[config.mk]
export PLATFORM = sky130hd
export DESIGN_NAME = divider_mem_rd_ctrl
export DESIGN_NICKNAME = d
export VERILOG_FILES = /design/src/rtl/divider_pkg.sv /design/src/rtl/divider_credit_cnt.sv /design/src/rtl/divider_mem_rd_ctrl.sv
export SDC_FILE = /design/constraint.sdc
export NUM_CORES = 1
export LEC_CHECK = 0
export BUFFER_PORTS_ARGS = -buffer_cell sky130_fd_sc_hd__buf_2
export CORE_ASPECT_RATIO = 1.75
export CORE_UTILIZATION = 51
export DETAILED_ROUTE_END_ITERATION = 16
export PLACE_DENSITY = 0.77
export SLEW_MARGIN = 20
export SYNTH_ARGS = -nofsm -noshare
export SYNTH_HDL_FRONTEND = slang
export SYNTH_SLANG_ARGS = --single-unit
[constraint.sdc]
create_clock -name clk -period 2.63 [get_ports clk]
set_input_delay 0.1315 -clock clk [delete_from_list [all_inputs] [get_ports clk]]
set_output_delay 0.1315 -clock clk [all_outputs]
set_load 0.05 [all_outputs]
[src/rtl/divider_pkg.sv]
// Shared state encoding and default parameters for the divider memory read controller.
package divider_pkg;

  typedef enum logic [1:0] {
    StIdle     = 2'd0,
    StIssue    = 2'd1,
    StDrain    = 2'd2,
    StComplete = 2'd3
  } state_e;

  localparam int unsigned DefAddrW    = 16;
  localparam int unsigned DefCntW     = 7;
  localparam int unsigned DefMaxOutst = 2;
  // Wide enough for the largest legal MAX_OUTST (7).
  localparam int unsigned CreditW     = 3;

endpackage

[src/rtl/divider_credit_cnt.sv]
// Outstanding-read credit counter: bounded between 0 and MAX_OUTST, inc and dec cancel.
module divider_credit_cnt
  import divider_pkg::*;
#(
  parameter int unsigned MAX_OUTST = DefMaxOutst
) (
  input  logic               clk,
  input  logic               reset,
  input  logic               inc,
  input  logic               dec,
  output logic [CreditW-1:0] count,
  output logic               zero,
  output logic               full
);

  localparam logic [CreditW-1:0] MaxCnt = CreditW'(MAX_OUTST);

  logic [CreditW-1:0] count_q;

  always_ff @(posedge clk or negedge reset) begin
    if (!reset) begin
      count_q <= '0;
    end else if (inc && !dec && !full) begin
      count_q <= count_q + CreditW'(1);
    end else if (dec && !inc && !zero) begin
      count_q <= count_q - CreditW'(1);
    end
  end

  assign count = count_q;
  assign zero  = (count_q == '0);
  assign full  = (count_q == MaxCnt);

endmodule

[src/rtl/divider_mem_rd_ctrl.sv]
// Issues strided memory reads to feed the divider, throttled by div_done credits,
// with abort/drain handling and sticky status flags.
module divider_mem_rd_ctrl
  import divider_pkg::*;
#(
  parameter int unsigned ADDR_W    = DefAddrW,
  parameter int unsigned CNT_W     = DefCntW,
  parameter int unsigned MAX_OUTST = DefMaxOutst
) (
  input  logic              clk,
  input  logic              reset,
  input  logic              start,
  input  logic              abort,
  input  logic [ADDR_W-1:0] cfg_base,
  input  logic [ADDR_W-1:0] cfg_stride,
  input  logic [CNT_W-1:0]  cfg_lines,
  input  logic              div_done,
  output logic [ADDR_W-1:0] sc_mem_rdaddr,
  output logic              sc_mem_rd_en,
  output logic              sc_mem_rd_done,
  output logic              busy,
  output logic              aborted,
  output logic              err_unexp_done,
  output logic [CNT_W-1:0]  lines_issued
);

  state_e             state_q;
  logic [ADDR_W-1:0]  addr_q, stride_q, rdaddr_q;
  logic [CNT_W-1:0]   lines_q, issued_q;
  logic               rd_en_q, rd_done_q, aborted_q, err_q;

  logic [CreditW-1:0] outs, outs_next;
  logic               outs_zero, outs_full;
  logic               dec, unexp, issue;

  always_comb begin
    dec       = div_done && !outs_zero;
    unexp     = div_done && outs_zero;
    outs_next = outs - CreditW'(dec);
    // A returning credit in the same cycle frees a slot even when the counter is full.
    issue     = (state_q == StIssue) && !abort && (issued_q < lines_q) && (!outs_full || dec);
  end

  divider_credit_cnt #(
    .MAX_OUTST(MAX_OUTST)
  ) u_credit (
    .clk  (clk),
    .reset(reset),
    .inc  (issue),
    .dec  (dec),
    .count(outs),
    .zero (outs_zero),
    .full (outs_full)
  );

  always_ff @(posedge clk or negedge reset) begin
    if (!reset) begin
      state_q   <= StIdle;
      addr_q    <= '0;
      stride_q  <= '0;
      rdaddr_q  <= '0;
      lines_q   <= '0;
      issued_q  <= '0;
      rd_en_q   <= 1'b0;
      rd_done_q <= 1'b0;
      aborted_q <= 1'b0;
      err_q     <= 1'b0;
    end else begin
      rd_en_q   <= 1'b0;
      rd_done_q <= 1'b0;
      if (unexp) err_q <= 1'b1;
      case (state_q)
        StIdle: begin
          if (start) begin
            addr_q    <= cfg_base;
            stride_q  <= cfg_stride;
            lines_q   <= cfg_lines;
            issued_q  <= '0;
            aborted_q <= 1'b0;
            err_q     <= unexp;
            state_q   <= StIssue;
          end
        end
        StIssue: begin
          if (abort) begin
            aborted_q <= 1'b1;
            state_q   <= StDrain;
          end else if (issued_q == lines_q) begin
            if (outs_next == '0) begin
              rd_done_q <= 1'b1;
              state_q   <= StComplete;
            end else begin
              state_q <= StDrain;
            end
          end else if (issue) begin
            rd_en_q  <= 1'b1;
            rdaddr_q <= addr_q;
            addr_q   <= addr_q + stride_q;
            issued_q <= issued_q + CNT_W'(1);
          end
        end
        StDrain: begin
          if (outs_next == '0) begin
            rd_done_q <= 1'b1;
            state_q   <= StComplete;
          end
        end
        StComplete: state_q <= StIdle;
        default:    state_q <= StIdle;
      endcase
    end
  end

  assign sc_mem_rdaddr  = rdaddr_q;
  assign sc_mem_rd_en   = rd_en_q;
  assign sc_mem_rd_done = rd_done_q;
  assign busy           = (state_q != StIdle);
  assign aborted        = aborted_q;
  assign err_unexp_done = err_q;
  assign lines_issued   = issued_q;

endmodule

==> impl_metrics.env <==
export IMPL_total_power_uw=7150
export IMPL_grt_max_degree=35
export IMPL_finalClockSkew_ns=0.00707
export IMPL_r2r_start="lines_issued[5]"
export IMPL_routed_wl_um=9850
export IMPL_r2r_setup_slack_ns=0.06
export IMPL_worst_pin_slew_ns=0.751
export IMPL_syn_num_nets=467
export IMPL_final_common_cell="buf_2"
export IMPL_synthCells=393
export IMPL_hold_ws_ns=0.0288
export IMPL_crit_chain="ha_4 > o21a_1 > a2111o_1 > nor2_4 > nand2_2 > fa_2 > mux2i_1 > and3_1 > nor3_2"
export IMPL_clock_sinks=71
export IMPL_grt_first_pass_wirelength_um=16200
export IMPL_dp_hpwl_um=7180
export IMPL_critPathKind="reg2reg"
export IMPL_die_area_mm2=0.00843
export IMPL_muxShareOfSynthArea_pct=13.4
export IMPL_cts_made_buffers=9
export IMPL_io_pins=72
export IMPL_drv_slew=0
export IMPL_final_cell_count_no_fill=572
export IMPL_layout_min_cycle_time_ns=2.57
export IMPL_powerDensity_mw_per_mm2=1430
export IMPL_mostFrequentLayoutCells="buf_2 (71), dfrtp_1 (68), mux2_2 (40)"
export IMPL_critPathRequiredTime_ns=2.88
export IMPL_yosysWarnings=0
export IMPL_async_flop_share_pct=100
export IMPL_wl_per_cell_um=17.2
export IMPL_finalCritPeriodShare_pct=97.7
export IMPL_setup_viol=0
export IMPL_min_from="cfg_lines[6]"
export IMPL_htreeDepth=3
export IMPL_synth_compound_area_share_pct=15.0
export IMPL_maxSlewHeadroom_pct=49.8
export IMPL_vias=3386
export IMPL_vias_per_cell=5.92
export IMPL_overflow=0
export IMPL_die_y_um=121
export IMPL_cap_violations=0
export IMPL_initial_utilization_pct=52.3
export IMPL_antenna_cells=0
export IMPL_core_mm2=0.00786
export IMPL_die_x_um=69.8
export IMPL_cts_buffer_depth=2
export IMPL_clockRootBuffer="clkbuf_16"
export IMPL_antenna_found_initial=0
export IMPL_ant_nets=0
export IMPL_fmax_ghz=0.389
export IMPL_ys_seq_area_share_pct=43.3
export IMPL_synth_edf_count=0
export IMPL_crit_slowest_cell="fa_2"
export IMPL_layout_nets=551
export IMPL_gr_usage_all_layers_pct=24.8
export IMPL_synth_area_mm2=0.00411
export IMPL_synth_top_family_by_area="compound AO/OA/AOI/OAI gates"
export IMPL_reg2reg_depth=9
export IMPL_drive_gt1_share_pct=33.6
export IMPL_fill_cells=655
export IMPL_hold_class="in2reg"
export IMPL_drc=0
export IMPL_start_kind="flop"
export IMPL_num_rows=43
export IMPL_syn_to_final_growth_pct=21.3
export IMPL_port_buffers=71
export IMPL_min_path_cells=2
export IMPL_synthFlopType="dfrtp_1"
export IMPL_avgSynthCellArea_um2=10.4
export IMPL_synth_cell_type_count=55
export IMPL_rsz0062_at_grt="yes"
export IMPL_utilization_pct=63.4
export IMPL_synthAdderAreaFrac_pct=9.51
export IMPL_max_stage_delay_ns=0.55
export IMPL_synth_simple_area_share_pct=11.3
export IMPL_ir_worst_vdd_mv=0.820
export IMPL_synthXorXnorAreaFrac_pct=3.41
export IMPL_drtIter0Drc=206
export IMPL_grt_pass1_vias=3549
export IMPL_rr_endpoint="u_credit.count[1]"
export IMPL_ys_ff_latch=71
export IMPL_finalHoldViolCount=0
export IMPL_leakage_uw=0.00241
export IMPL_gp_congestion=0.904
export IMPL_clk_transition_reported_paths_ns=0.06
export IMPL_min_to="lines_q[6]"
export IMPL_crit_arrival_ns=2.82
export IMPL_clk_insertion_delay_late_ns=0.33
export IMPL_worstPathMaxFanout=5
export IMPL_dp_cells=552
export IMPL_first_pass_iters=4
export IMPL_tritoncts="yes"
export IMPL_crit_path_end_kind="flop"
export IMPL_status="finished clean"
repair_timing:
action / CTS / global route
hold endpoints to repair: 15 / 0
buffers inserted: 0 / 3
setup endpoints to repair: 0 / 13
resized for setup: 0 / 9
hold buffers: 1 / 0
registers in the layout, summed over array words and instances (netlist names):
register / flops
lines_issued: 7
sc_mem_rdaddr: 16
sc_mem_rd_done: 1
u_credit.count: 3
lines_q: 7
err_unexp_done: 1
sc_mem_rd_en: 1
stride_q: 16
addr_q: 16
state_q: 2
aborted: 1
worst max-delay path by stage:
stage / from / to / slack [ns] / depth (start not counted)
5_1_grt: lines_issued[5] / u_credit.count[1] / -0.04 / 9
3_5_place_dp: lines_issued[5] / u_credit.count[1] / 0.05 / 9
3_3_place_gp: lines_q[4] / lines_issued[6] / 0.13 / 9
6_report: lines_issued[5] / u_credit.count[1] / 0.06 / 9
4_1_cts: lines_issued[5] / u_credit.count[1] / 0.009 / 9
2_1_floorplan: lines_issued[4] / u_credit.count[1] / -0.06 / 9
critical path: cells and delay by family (launching register included):
family                     cells  cell delay [ns]
adders and majority gates      2             0.80
AOI/OAI and AO/OA              2             0.65
and+or+nand+nor                4             0.52
DFF                            1             0.45
muxes                          1             0.07
routing by layer:
layer | share of wire (%) | up-vias | routed length, um | track usage, %
li1 | - | 1584 | - | -
met1 | 36 | 1670 | 3560 | 25.8
met2 | 55 | 102 | 5450 | 45.1
met3 | 4.4 | 30 | 431 | 4.83
met4 | 4.1 | 0 | 403 | 15.1
met5 | 0 | - | 0 | 0
logic make-up (layout without fill, tap and decap cells):
| family | count (synthesis) | in the layout |
|---|---|---|
| AOI/OAI and AO/OA | 95 | 95 |
| xor gates and xnor gates | 16 | 16 |
| adders and majority gates | 30 | 30 |
| muxes | 50 | 50 |
| buffers and inverters | 38 | 127 |
| DFF | 71 | 71 |
| and+or+nand+nor | 93 | 93 |
area by class of cell:
class	count	area, um2	share of cell area [%]
tap	90	113	2.26
multi-input combinational	284	2220	44.5
clock buffer	14	284	5.70
sequential	71	1780	35.7
clock inverter	2	12.5	0.251
inverter	22	82.6	1.66
timing repair buffer	89	493	9.89
per-stage QoR:
step / cell area [um2] / worst slack [ns] / TNS (ns)
after floorplan: 4140 / -0.0644 / -0.0644
after global placement: 4620 / 0.130 / 0
after detailed placement: 4620 / 0.0485 / 0
after CTS: 4930 / 0.00940 / 0
after global routing: 4980 / -0.0426 / -0.0744
final: 4980 / 0.0607 / 0
cell usage after synthesis (5+ instances only):
| cell | number | area, um2 |
|---|---|---|
| nor2_1 | 22 | 82.6 |
| ha_1 | 28 | 350 |
| a21oi_1 | 19 | 95.1 |
| o21ai_0 | 27 | 135 |
| and3_1 | 6 | 37.5 |
| mux2_2 | 40 | 450 |
| a211oi_1 | 5 | 37.5 |
| nand4_1 | 5 | 31.3 |
| xnor2_1 | 10 | 87.6 |
| mux2i_1 | 10 | 100 |
| a21o_1 | 8 | 60.1 |
| xor2_1 | 6 | 52.6 |
| inv_1 | 22 | 82.6 |
| nand2_1 | 30 | 113 |
| clkbuf_1 | 9 | 33.8 |
| dfrtp_1 | 71 | 1780 |
| nand3_1 | 9 | 45.0 |
| o21a_1 | 5 | 37.5 |
| a31oi_1 | 5 | 31.3 |
power by group:
group	switching (uW)	leakage [uW]	total, uW	internal (uW)
Combinational	2400	0.00139	4030	1630
Clock	444	0.000145	1180	740
Sequential	355	0.000869	1930	1580
No activity file was read; power rests on OpenSTA's default activity.
